`config.mk`:
```
export PLATFORM = sky130hd
export DESIGN_NAME = mult_cmd_issuer
export DESIGN_NICKNAME = d
export VERILOG_FILES = /design/src/rtl/mult_cmd_issuer.sv
export SDC_FILE = /design/constraint.sdc
export NUM_CORES = 1
export LEC_CHECK = 0
export ABC_AREA = 1
export CAP_MARGIN = 20
export CORE_MARGIN = 1.5
export CORE_UTILIZATION = 48
export CTS_CLUSTER_SIZE = 16
export DETAILED_ROUTE_END_ITERATION = 10
export GPL_ROUTABILITY_DRIVEN = 0
export HOLD_SLACK_MARGIN = 0.12
export PLACE_DENSITY = 0.82
export SLEW_MARGIN = 25
export SYNTH_ARGS = -nofsm -noshare
export SYNTH_HDL_FRONTEND = slang
export SYNTH_SLANG_ARGS = --single-unit
```
`constraint.sdc`:
```
create_clock -name clk -period 4.1 [get_ports clk]
set_input_delay 0.82 -clock clk [delete_from_list [all_inputs] [get_ports clk]]
set_output_delay 0.82 -clock clk [all_outputs]
set_load 0.05 [all_outputs]
```
`src/rtl/mult_cmd_issuer.sv`:
```
// Command FIFO plus single-in-flight issuer for a fixed-latency multiplier datapath.
// Define MULT_CMD_ISSUER_STATS_EN to add saturating issued_cnt/err_cnt outputs.
module mult_cmd_issuer #(
  parameter int unsigned DW    = 32,
  parameter int unsigned LAT   = 2,
  parameter int unsigned DEPTH = 4
) (
  input  logic            clk,
  input  logic            n_rst,
  input  logic            cmd_valid,
  output logic            cmd_ready,
  input  logic [2:0]      cmd_op,
  input  logic [1:0]      cmd_ww,
  input  logic [1:0]      cmd_ctrl,
  input  logic [DW-1:0]   cmd_a,
  input  logic [DW-1:0]   cmd_b,
  output logic [2:0]      dp_op,
  output logic [1:0]      dp_ww,
  output logic [1:0]      dp_ctrl,
  output logic [DW-1:0]   dp_A,
  output logic [DW-1:0]   dp_B,
  input  logic [2*DW-1:0] dp_Mout,
  output logic            rsp_valid,
  input  logic            rsp_ready,
  output logic [2*DW-1:0] rsp_data,
  output logic            rsp_err,
  output logic            busy
`ifdef MULT_CMD_ISSUER_STATS_EN
  ,
  output logic [15:0]     issued_cnt,
  output logic [15:0]     err_cnt
`endif
);

  localparam int unsigned AW = $clog2(DEPTH);

  typedef struct packed {
    logic [2:0]    op;
    logic [1:0]    ww;
    logic [1:0]    ctrl;
    logic [DW-1:0] a;
    logic [DW-1:0] b;
  } cmd_t;

  typedef enum logic [1:0] {IDLE, ISSUE, WAIT, HOLD} state_t;

  function automatic logic op_legal(input logic [2:0] op);
    return (op == 3'b001) || (op == 3'b010) || (op == 3'b100);
  endfunction

  cmd_t          mem_q [DEPTH];
  cmd_t          cmd_in, head;
  logic [AW-1:0] wptr_q, wptr_d, rptr_q, rptr_d;
  logic [AW:0]   count_q, count_d;
  logic          empty, full, push, pop;

  state_t        state_q;
  logic [2:0]    wait_q;
  logic [2:0]    op_q;
  logic [2:0]    dp_op_q;
  logic [1:0]    dp_ww_q, dp_ctrl_q;
  logic [DW-1:0] dp_a_q, dp_b_q;
  logic          rsp_valid_q, rsp_err_q;
  logic [2*DW-1:0] rsp_data_q;

  assign cmd_in = {cmd_op, cmd_ww, cmd_ctrl, cmd_a, cmd_b};
  assign head   = mem_q[rptr_q];
  assign empty  = (count_q == '0);
  assign full   = (count_q == (AW+1)'(DEPTH));
  assign push   = cmd_valid && !full;
  // The FIFO head is consumed when leaving IDLE or on the response handshake in HOLD.
  assign pop    = !empty && ((state_q == IDLE) || ((state_q == HOLD) && rsp_ready));

  always_comb begin
    wptr_d  = push ? wptr_q + AW'(1) : wptr_q;
    rptr_d  = pop  ? rptr_q + AW'(1) : rptr_q;
    count_d = count_q;
    if (push && !pop)      count_d = count_q + 1'b1;
    else if (pop && !push) count_d = count_q - 1'b1;
  end

  always_ff @(posedge clk) begin
    if (push) mem_q[wptr_q] <= cmd_in;
  end

  always_ff @(posedge clk) begin
    if (n_rst) begin
      wptr_q  <= '0;
      rptr_q  <= '0;
      count_q <= '0;
    end else begin
      wptr_q  <= wptr_d;
      rptr_q  <= rptr_d;
      count_q <= count_d;
    end
  end

  always_ff @(posedge clk) begin
    if (n_rst) begin
      state_q     <= IDLE;
      wait_q      <= '0;
      op_q        <= '0;
      dp_op_q     <= '0;
      dp_ww_q     <= '0;
      dp_ctrl_q   <= '0;
      dp_a_q      <= '0;
      dp_b_q      <= '0;
      rsp_valid_q <= 1'b0;
      rsp_err_q   <= 1'b0;
      rsp_data_q  <= '0;
    end else begin
      unique case (state_q)
        IDLE: begin
          if (pop) begin
            state_q   <= ISSUE;
            op_q      <= head.op;
            dp_op_q   <= op_legal(head.op) ? head.op : 3'b000;
            dp_ww_q   <= head.ww;
            dp_ctrl_q <= head.ctrl;
            dp_a_q    <= head.a;
            dp_b_q    <= head.b;
          end
        end
        ISSUE: begin
          if (op_legal(op_q)) begin
            state_q <= WAIT;
            wait_q  <= 3'(LAT - 1);
          end else begin
            state_q     <= HOLD;
            rsp_valid_q <= 1'b1;
            rsp_err_q   <= 1'b1;
            rsp_data_q  <= '0;
          end
        end
        WAIT: begin
          if (wait_q == '0) begin
            state_q     <= HOLD;
            dp_op_q     <= 3'b000;
            rsp_valid_q <= 1'b1;
            rsp_err_q   <= 1'b0;
            rsp_data_q  <= dp_Mout;
          end else begin
            wait_q <= wait_q - 3'd1;
          end
        end
        HOLD: begin
          if (rsp_ready) begin
            rsp_valid_q <= 1'b0;
            if (pop) begin
              state_q   <= ISSUE;
              op_q      <= head.op;
              dp_op_q   <= op_legal(head.op) ? head.op : 3'b000;
              dp_ww_q   <= head.ww;
              dp_ctrl_q <= head.ctrl;
              dp_a_q    <= head.a;
              dp_b_q    <= head.b;
            end else begin
              state_q <= IDLE;
            end
          end
        end
      endcase
    end
  end

  assign cmd_ready = !full;
  assign busy      = !empty || (state_q != IDLE);
  assign dp_op     = dp_op_q;
  assign dp_ww     = dp_ww_q;
  assign dp_ctrl   = dp_ctrl_q;
  assign dp_A      = dp_a_q;
  assign dp_B      = dp_b_q;
  assign rsp_valid = rsp_valid_q;
  assign rsp_err   = rsp_err_q;
  assign rsp_data  = rsp_data_q;

`ifdef MULT_CMD_ISSUER_STATS_EN
  logic [15:0] issued_cnt_q, err_cnt_q;

  always_ff @(posedge clk) begin
    if (n_rst) begin
      issued_cnt_q <= '0;
      err_cnt_q    <= '0;
    end else if (state_q == ISSUE) begin
      if (op_legal(op_q)) begin
        if (issued_cnt_q != '1) issued_cnt_q <= issued_cnt_q + 16'd1;
      end else begin
        if (err_cnt_q != '1) err_cnt_q <= err_cnt_q + 16'd1;
      end
    end
  end

  assign issued_cnt = issued_cnt_q;
  assign err_cnt    = err_cnt_q;
`endif

endmodule

```
==> metrics.md <==
| Metric | Value |
|---|---|
| CTS resizes | 0 |
| Post-CTS Setup Bufs | 0 |
| Sequential-to-total area share from yosys stat | 70.1% |
| Clock Tree Root | clkbuf_16 |
| Largest net degree at the start of global routing | 81 |
| Crit-path max FO | 4 |
| Fin crit share | 75.9% |
| Startpoint Class | flop |
| Dpl cells | 2162 |
| CP max-delay cell | clkdlybuf4s50_1 |
| Clk sinks | 438 |
| Fraction of layout cells with a size suffix above 1 | 5.46% |
| Post-layout nets | 1913 |
| Relative slew slack | 31.7% |
| Die Area | 35600 sq um |
| Multi-input logic area | 4300 sq um |
| Setup Viol. Count Final | 0 |
| Core area | 33800 sq um |
| Critical path class | reg2out |
| Yosys warns | 0 |
| Post-DR wirelength/cell | 17.4 um |
| FMAX | 0.322 GHz |
| Skew-Pair Late Insertion Delay | 0.55 ns |
| Fin crit period | 3.11 ns |
| Syn_nets | 1673 |
| WL final | 39200 um |
| Final Skew | 0.0122 ns |
| Number of synthesized flops with an enable pin | 284 |
| Cells after Synth | 1520 |
| DR pass1 iterations | 5 |
| Dpl ws | 1.16 ns |
| GRT Total Usage | 21.5% |
| Vias in the first global route | 11700 |
| Row Count | 67 |
| Commonest cells in the netlist | 351 x nor2_1, 284 x edfxtp_1, 248 x o21ai_0, 179 x nand2_1, 154 x dfxtp_1 |
| Grt ovf | 0 |
| Final hold vios | 0 |
| TNS Setup | 0 ns |
| IO buf count | 277 |
| Post-synth top area cell | edfxtp_1 |
| Number of max-cap violations | 0 |
| Area share of the largest cell type after synthesis | 51.5% |
| CTS tree | built |
| Synthesized flop and latch total | 438 |
| Cell Chain, Critical Path | inv_1, ha_1, inv_1, nor2_1, inv_1, clkdlybuf4s50_1 |
| PnR Total Power | 0.0158 W |
| Leakage | 7.45 nW |
| Worst path required time | 3.28 ns |
| Top Ports | 278 |
| Area contributors post-synth | edfxtp_1 52%, dfxtp_1 19%, nor2_1 8.0%, o21ai_0 7.5%, nand2_1 4.1% |
| Status | complete, no violations |
| Crit path top cell by count | inv_1 |
| Detailed placer's ending HPWL | 22300 um |
| Synth async-reset ratio | 0% |
| Filler cells | 2509 |
| Initial core utilization | 49.0% |
| Ys flop type | edfxtp_1 |
| Worst slew pin tran | 1.02 ns |
| Die height | 189 um |
| Worst Hold Margin | 0.468 ns |
| Slew Limit Fails | 0 |
| Post-route insts no fill | 2247 |
| Sequential cell area | 11600 sq um |
| Final worst slack | 0.990 ns |
| PD cells | 751 nW/um^2 |
| Bufs on Longest Clock Path | 3 |
| HP Class | reg2reg |
| CP max stage delay | 0.82 ns |
| CTS buffer count | 44 |
| Initial drt markers | 1135 |
| Arrival time worst endpoint | 2.29 ns |
| Worst-case vdd ir drop | 0.000480 V |
| Number of remaining DRC errors | 0 |
| Worst-path clk slew | 0.06 ns |
| Setup crit end kind | primary output |
| Area Growth Syn to Fin | 26.8% |
| Maximum level of the CTS H-tree | 2 |
| Width of the die | 189 um |
| Hold buffers post-CTS | 0 |
| Most frequent cell after synthesis | nor2_1 |
| Antenna viol nets, final | 0 |
| Via density per instance | 5.31 |
| Vias | 11900 |
| Synth Cell Area | 16600 sq um |
| Initial antenna violation count | 5 |
| Mapped Avg Cell Area | 10.9 sq um |
| Global-route wire length before repair | 60400 um |
| Cell variety after synth | 27 |
| RSZ-0062 raised after global routing | false |
==> cells by family (layout without fill, tap and decap cells) <==
| logic type | after synthesis | in the layout | synth area share (%) |
|---|---|---|---|
| simple gates | 554 | 554 | 12.8 |
| flops | 438 | 438 | 70.1 |
| compound gates | 372 | 372 | 11.8 |
| buf+inv | 140 | 415 | 4.10 |
| fa+ha+maj | 14 | 14 | 1.10 |
| xor+xnor | 2 | 2 | 0.106 |
| other cells | 0 | 4 | 0 |
==> report_power, final <==
group	internal [W]	switching, W	leakage, nW	total (W)
Combinational	0.00182	0.00412	2.90	0.00595
Clock	0.00222	0.00166	0.680	0.00388
Sequential	0.00549	0.000452	3.87	0.00595
==> area by class of cell <==
cell class	instances	area share, %
clock buffers	56	5.51
flip-flops and latches	438	55.3
multi-input cells	942	20.5
diodes	4	0.0477
repair buffers	292	14.0
clock inverters	25	1.18
inverters	42	0.786
well taps	448	2.67
==> critical path, delay by kind of cell (launching register included) <==
family / cells / cell delay (ns)
buf+inv: 4 / 1.10
fa+ha+maj: 1 / 0.21
simple gates: 1 / 0.05
flops: 1 / 0.37
==> cell usage in the layout (no fill, tap or decap), types with 10 or more instances in the layout <==
cell type | synthesis | routed
inv_1 | 35 | 34
dfxtp_1 | 154 | 152
clkinv_2 | 0 | 11
clkbuf_16 | 0 | 44
clkbuf_1 | 43 | 11
nor2_1 | 351 | 347
o21ai_0 | 248 | 248
edfxtp_1 | 284 | 284
buf_4 | 2 | 10
a21oi_1 | 20 | 20
clkdlybuf4s50_1 | 0 | 276
a31oi_1 | 68 | 68
nand2_1 | 179 | 179
ha_1 | 13 | 12
nand3_1 | 19 | 19
o21ai_1 | 35 | 35
==> metal layers <==
| layer | part of all wire (%) | GRT usage, % |
|---|---|---|
| met4 | 2.3 | 7.14 |
| met2 | 49 | 36.6 |
| met1 | 40 | 27.2 |
| met3 | 8.8 | 4.60 |
| met5 | 0.072 | 0 |
==> stage by stage <==
| stage | utilization [%] | cell area (sq um) |
|---|---|---|
| CTS | 62.1 | 21000 |
| global route | 62.1 | 21000 |
| finish | 62.2 | 21000 |
| floorplan | - | 16600 |
| global placement | 58.0 | 19600 |
| detailed placement | 58.0 | 19600 |
==> flip-flops by register name, indices dropped and copies added (netlist names), named ones only <==
name / count
wptr_q: 2
dp_op: 3
wait_q: 3
rsp_err: 1
op_q: 3
rsp_data: 64
state_q: 2
dp_ww: 2
rsp_valid: 1
dp_ctrl: 2
mem_q: 284
dp_B: 32
dp_A: 32
count_q: 3
rptr_q: 2
==> path summary, 6_finish.rpt <==
kind                                         startpoint                        end  slack [ns]  depth (start not counted)
worst min-delay path             rsp_valid$_SDFFE_PP0P_     rsp_valid$_SDFFE_PP0P_        0.47                          2
worst max register to register  state_q[0]$_SDFFE_PP0P_  rsp_data[40]$_SDFFE_PP0P_        1.61                          9
worst max-delay path            state_q[0]$_SDFFE_PP0P_                       busy        0.99                          6
worst min register to register   rsp_valid$_SDFFE_PP0P_     rsp_valid$_SDFFE_PP0P_        0.47                          2
(Power assumes the default switching activity.)
